===== config.mk =====
export PLATFORM = sky130hd
export DESIGN_NAME = array_dot_accum
export DESIGN_NICKNAME = d
export VERILOG_FILES = /design/src/rtl/array_dot_accum.sv
export SDC_FILE = /design/constraint.sdc
export NUM_CORES = 1
export LEC_CHECK = 0
export BUFFER_PORTS_ARGS = -buffer_cell sky130_fd_sc_hd__buf_2
export CAP_MARGIN = 10
export CORE_UTILIZATION = 50
export CTS_BUF_LIST = sky130_fd_sc_hd__clkbuf_4 sky130_fd_sc_hd__clkbuf_8
export CTS_CLUSTER_SIZE = 25
export DETAILED_ROUTE_END_ITERATION = 6
export PLACE_DENSITY = 0.8
export SLEW_MARGIN = 20
export SYNTH_ARGS = -nofsm -noshare
export SYNTH_HDL_FRONTEND = slang
export SYNTH_SLANG_ARGS = --single-unit

===== constraint.sdc =====
create_clock -name clk -period 3.8 [get_ports clk]
set_input_delay 0.38 -clock clk [delete_from_list [all_inputs] [get_ports clk]]
set_output_delay 0.38 -clock clk [all_outputs]
set_load 0.03 [all_outputs]

===== src/rtl/array_dot_accum.sv =====
// Reduces n signed lane products per beat with a registered adder tree and
// accumulates the beat sums over a job into one saturated dot-product result.
module array_dot_accum #(
  parameter int n     = 4,
  parameter int DW    = 36,
  parameter int SUM_W = 48,
  parameter int LEN_W = 8
) (
  input  logic              clk,
  input  logic              rst,
  input  logic              en,
  input  logic              start,
  input  logic [LEN_W-1:0]  len,
  input  logic              in_valid,
  input  logic [n*DW-1:0]   products,
  output logic [SUM_W-1:0]  sum_out,
  output logic              done,
  output logic              busy,
  output logic              ovf
);

  localparam logic [1:0] IDLE  = 2'd0;
  localparam logic [1:0] ACCUM = 2'd1;
  localparam logic [1:0] DRAIN = 2'd2;
  localparam logic [1:0] DONE  = 2'd3;

  logic [1:0]       r_state;
  logic [LEN_W-1:0] r_len_q;
  logic [LEN_W-1:0] r_count;
  logic [SUM_W-1:0] r_tree_q;
  logic             r_tree_v;
  logic [SUM_W-1:0] r_acc;
  logic             r_ovf;

  logic [SUM_W-1:0] w_tree;
  logic [SUM_W:0]   w_wide;
  logic             w_ovf;
  logic [SUM_W-1:0] w_sat;
  logic [SUM_W-1:0] w_acc_nxt;
  logic             w_accept;
  logic [LEN_W-1:0] w_cnt_nxt;
  logic             w_last;

  always_comb begin
    w_tree = '0;
    for (int i = 0; i < n; i++) begin
      w_tree = w_tree
        + {{(SUM_W-DW){products[i*DW+DW-1]}},
           products[i*DW +: DW]};
    end
  end

  // One extra bit catches overflow; the sign of the wide sum picks the rail.
  always_comb begin
    w_wide = {r_acc[SUM_W-1], r_acc}
           + {r_tree_q[SUM_W-1], r_tree_q};
    w_ovf  = w_wide[SUM_W] ^ w_wide[SUM_W-1];
    w_sat  = w_wide[SUM_W]
           ? {1'b1, {(SUM_W-1){1'b0}}}
           : {1'b0, {(SUM_W-1){1'b1}}};
    w_acc_nxt = w_ovf ? w_sat : w_wide[SUM_W-1:0];
  end

  assign w_accept  = (r_state == ACCUM) && in_valid;
  assign w_cnt_nxt = r_count + 1'b1;
  assign w_last    = w_accept && (w_cnt_nxt == r_len_q);

  always_ff @(posedge clk or posedge rst) begin
    if (rst) begin
      r_tree_q <= '0;
      r_tree_v <= 1'b0;
    end else if (en) begin
      if (w_accept) r_tree_q <= w_tree;
      r_tree_v <= w_accept;
    end
  end

  always_ff @(posedge clk or posedge rst) begin
    if (rst) begin
      r_state <= IDLE;
      r_len_q <= '0;
      r_count <= '0;
      r_acc   <= '0;
      r_ovf   <= 1'b0;
    end else if (en) begin
      if (r_tree_v) begin
        r_acc <= w_acc_nxt;
        if (w_ovf) r_ovf <= 1'b1;
      end
      unique case (r_state)
        IDLE: begin
          if (start) begin
            r_acc <= '0;
            r_ovf <= 1'b0;
            if (len != '0) begin
              r_count <= '0;
              r_len_q <= len;
              r_state <= ACCUM;
            end else begin
              r_state <= DONE;
            end
          end
        end
        ACCUM: begin
          if (w_accept) begin
            r_count <= w_cnt_nxt;
            if (w_last) r_state <= DRAIN;
          end
        end
        DRAIN:   r_state <= DONE;
        DONE:    r_state <= IDLE;
        default: r_state <= IDLE;
      endcase
    end
  end

  assign sum_out = r_acc;
  assign done    = (r_state == DONE);
  assign busy    = (r_state != IDLE);
  assign ovf     = r_ovf;

endmodule


==> metrics.txt <==
routed wire length per instance=roughly 15 µm; Sw Ratio=0.519; Arr. time, crit path=4.01 ns; Clk pwr share=0.073; global-route wire length before repair=48600 µm; fin. max-slew vios=0; Cell Int Power=just over 5 mW; Synthesized Nets=1726; CP top delay family=compound AO/OA/AOI/OAI gates; final hold slack=0.128 ns; clock slew at reported path FFs=roughly 0.12 ns; PortBufs=slightly above 200; Total Nets Final=1976; final setup fails=0; Final Util=0.613; post-DP HPWL=22800 µm; max cap viols=0; combinational fraction of design power=0.734; area delta synth->final=18.6%; Hold Violations, Final=0; drt first pass iters=5; Antenna Nets Post-Route=0; total number of vias=10.6k; post-synthesis sequential area ratio=0.234; hold buffers post-CTS=0; Yosys cell types=77; largest cells by area after synthesis=dfrtp_1 23%, fa_1 13%, ha_1 10%, inv_1 7.9%, a21oi_1 6.2%; crit path time final=between 3 and 4 ns; worst relative slew slack=0.431; number of diodes=0; CTS sink count=around 110; CP endpoint kind=flip-flop; htree depth=3; CP Class=in -> reg; EDFF count, synth=0; initial DRC count=482; CP startpoint kind=input pin; top_reg_cell synth=dfrtp_1; critical path, cell by cell=buf_2 > inv_1 > fa_1 > fa_1 > inv_1 > ha_1 > a2111oi_2 > o21ai_2 > nand3_2 > a31oi_2 > a311oi_2 > o31a_1 > o21ai_1 > a2111oi_1 > a211oi_1 > nor2_1; clk buf depth=2; IR Drop Worst-Case VDD=0.271 mV; grt ovf=0; dominant cell type by area after synthesis=dfrtp_1; Clock Tree Root=clkbuf_8; Row Count=54; fmax=roughly 0.27 GHz; Chip Width=153 µm; final period utilization=0.966; RSZ-0062 raised after global routing=yes; initial antenna violation count=0; gr usage total=0.251; Residual DRC=0; Slowest cell on crit path=fa_1; GP Congestion=0.901; CTS Buf Count=9; synthesized cell area=11400 µm²; total power=10.5 mW; Post-Syn Area per Cell=8.14 µm²; synthesized flop and latch total=107; synthesized instance count=1403; largest net degree at the start of global routing=69; Worst EP required=4.14 ns; maximum fanout along the worst path=2; YS warnings=0; Net Sw Power=between 5 and 6 mW; clk_skew=0.0148 ns; Sequential Power Share=0.192; max incr delay on CP=0.51 ns; P_leak=7.13 nW; Power Density=778 nW/µm²; Yosys top cell area share=0.234; Clk Latency, worst-skew pair=between 0.4 and 0.5 ns; Least-Margin Pin Slew=around 0.85 ns; share of cells above drive strength 1=0.214; core area=22100 µm²; fraction of registers with async set/reset=1.00; Die Span Y=153 µm; vias in the first global route=10.4k; CP Buf/Inv Count=3; vias per cell=about 5.5; top-level port count=208; status=finished, final reports clean; Initial Utilization=0.517; final wirelength=around 28000 µm; CTS tree=built; Die ar.=about 23000 µm²; path category of the worst min-delay check=in -> async
[layout by cell type, fill, tap and decap left out, drive strengths merged, types with 10 or more instances in the layout]
| master | synthesis | routed |
|---|---|---|
| buf | 16 | 286 |
| inv | 241 | 244 |
| o21ai | 148 | 148 |
| a21oi | 142 | 142 |
| nand2 | 130 | 130 |
| dfrtp | 107 | 107 |
| ha | 92 | 92 |
| fa | 74 | 74 |
| nor2 | 73 | 73 |
| xnor2 | 51 | 51 |
| xor2 | 35 | 35 |
| nand3 | 23 | 23 |
| a21o | 22 | 22 |
| nand4 | 17 | 17 |
| a211oi | 17 | 17 |
| o211ai | 12 | 12 |
| o21bai | 12 | 12 |
| nor2b | 11 | 11 |
| o21a | 11 | 11 |
| nand2b | 10 | 10 |
| nor3 | 10 | 10 |
| and2 | 10 | 10 |
[cells in the mapped netlist, types with 4 or more instances]
cell,instances
inv_1,241
a21oi_1,141
o21ai_0,135
nand2_1,127
dfrtp_1,107
ha_1,92
fa_1,74
nor2_1,72
xnor2_1,51
xor2_1,34
clkbuf_1,30
nand3_1,23
a21o_1,22
a211oi_1,17
nand4_1,17
o211ai_1,12
o21bai_1,12
buf_2,11
nor2b_1,11
o21a_1,11
o21ai_1,11
and2_1,10
nand2b_1,10
nor3_1,10
mux2_2,9
o31ai_1,7
a31oi_1,6
mux2i_1,6
a21boi_0,5
a211o_1,4
and3_1,4
and4_1,4
or4_1,4
[cell families (layout without fill, tap and decap cells)]
family / after synthesis / in the layout / share of synthesized area
adders and majority gates: 169 / 169 / 0.233
muxes: 15 / 15 / 0.0141
AOI/OAI and AO/OA: 427 / 427 / 0.226
buffers and inverters: 288 / 543 / 0.0976
DFF: 107 / 107 / 0.234
and+or+nand+nor: 311 / 311 / 0.127
xor gates and xnor gates: 86 / 86 / 0.0676
[per-stage QoR]
stage                     cells  setup slack (ns)  setup TNS [ns]  area [µm²]
final                      1938             0.130               0       13500
after global routing       1938           -0.0340         -0.0396       13500
after CTS                  1936           0.00566               0       13400
after detailed placement   1919            -0.600           -4.57       13200
after global placement     1919            -0.375           -2.75       13200
after floorplan            1403          -0.00410        -0.00410       11400
[flip-flops by register name, indices dropped and copies added, names as in the netlist]
register	count
sum_out	48
r_tree_q	39
r_count	8
r_len_q	8
r_state	2
ovf	1
r_tree_v	1
[per-layer routing]
layer	track usage	wire [µm]	vias up
met1	0.330	12700	4999
met3	0.0420	1610	39
met2	0.424	13500	293
li1	-	-	5233
met4	0.0726	609	0
met5	0	0	-
[repair_timing]
| action | in CTS | in global routing |
|---|---|---|
| setup endpoints to repair | 3 | 33 |
| pin swaps | 2 | 18 |
| gates resized for setup | 4 | 24 |
| cloned | 0 | 0 |
| setup buffers | 1 | 2 |
[power by group through the flow]
| stage | Clock [mW] | Combinational (mW) | Sequential (mW) |
|---|---|---|---|
| floorplan | 0 | 5.14 | 2.36 |
| detailed placement | 0 | 7.54 | 2.04 |
| CTS | 0.786 | 7.60 | 2.02 |
| finish | 0.774 | 7.74 | 2.03 |
| global placement | 0 | 7.37 | 2.03 |
| global route | 0.813 | 8.58 | 2.09 |
[cell type report]
class,count,area (µm²)
clock buffers,9,124
clock inverters,7,85.1
fillers,1923,8550
inverters,241,907
multi-input cells,1008,7750
flip-flops and latches,107,2680
well taps,280,350
repair buffers,286,1650
[worst paths after layout]
kind                            slack (ns)  depth (start not counted)      endpoint         from
worst max register to register        0.18                         14   sum_out[24]  r_tree_q[0]
max in group asynchronous             2.77                          3  r_tree_q[32]          rst
worst min-delay path                  0.13                          2    r_count[6]          rst
worst min register to register        0.50                          2   r_tree_q[8]  r_tree_q[8]
worst max-delay path                  0.13                         16  r_tree_q[38]  products[7]
min in group clk                      0.20                          2    r_len_q[5]       len[5]
Power figures use the tool's default switching activity.
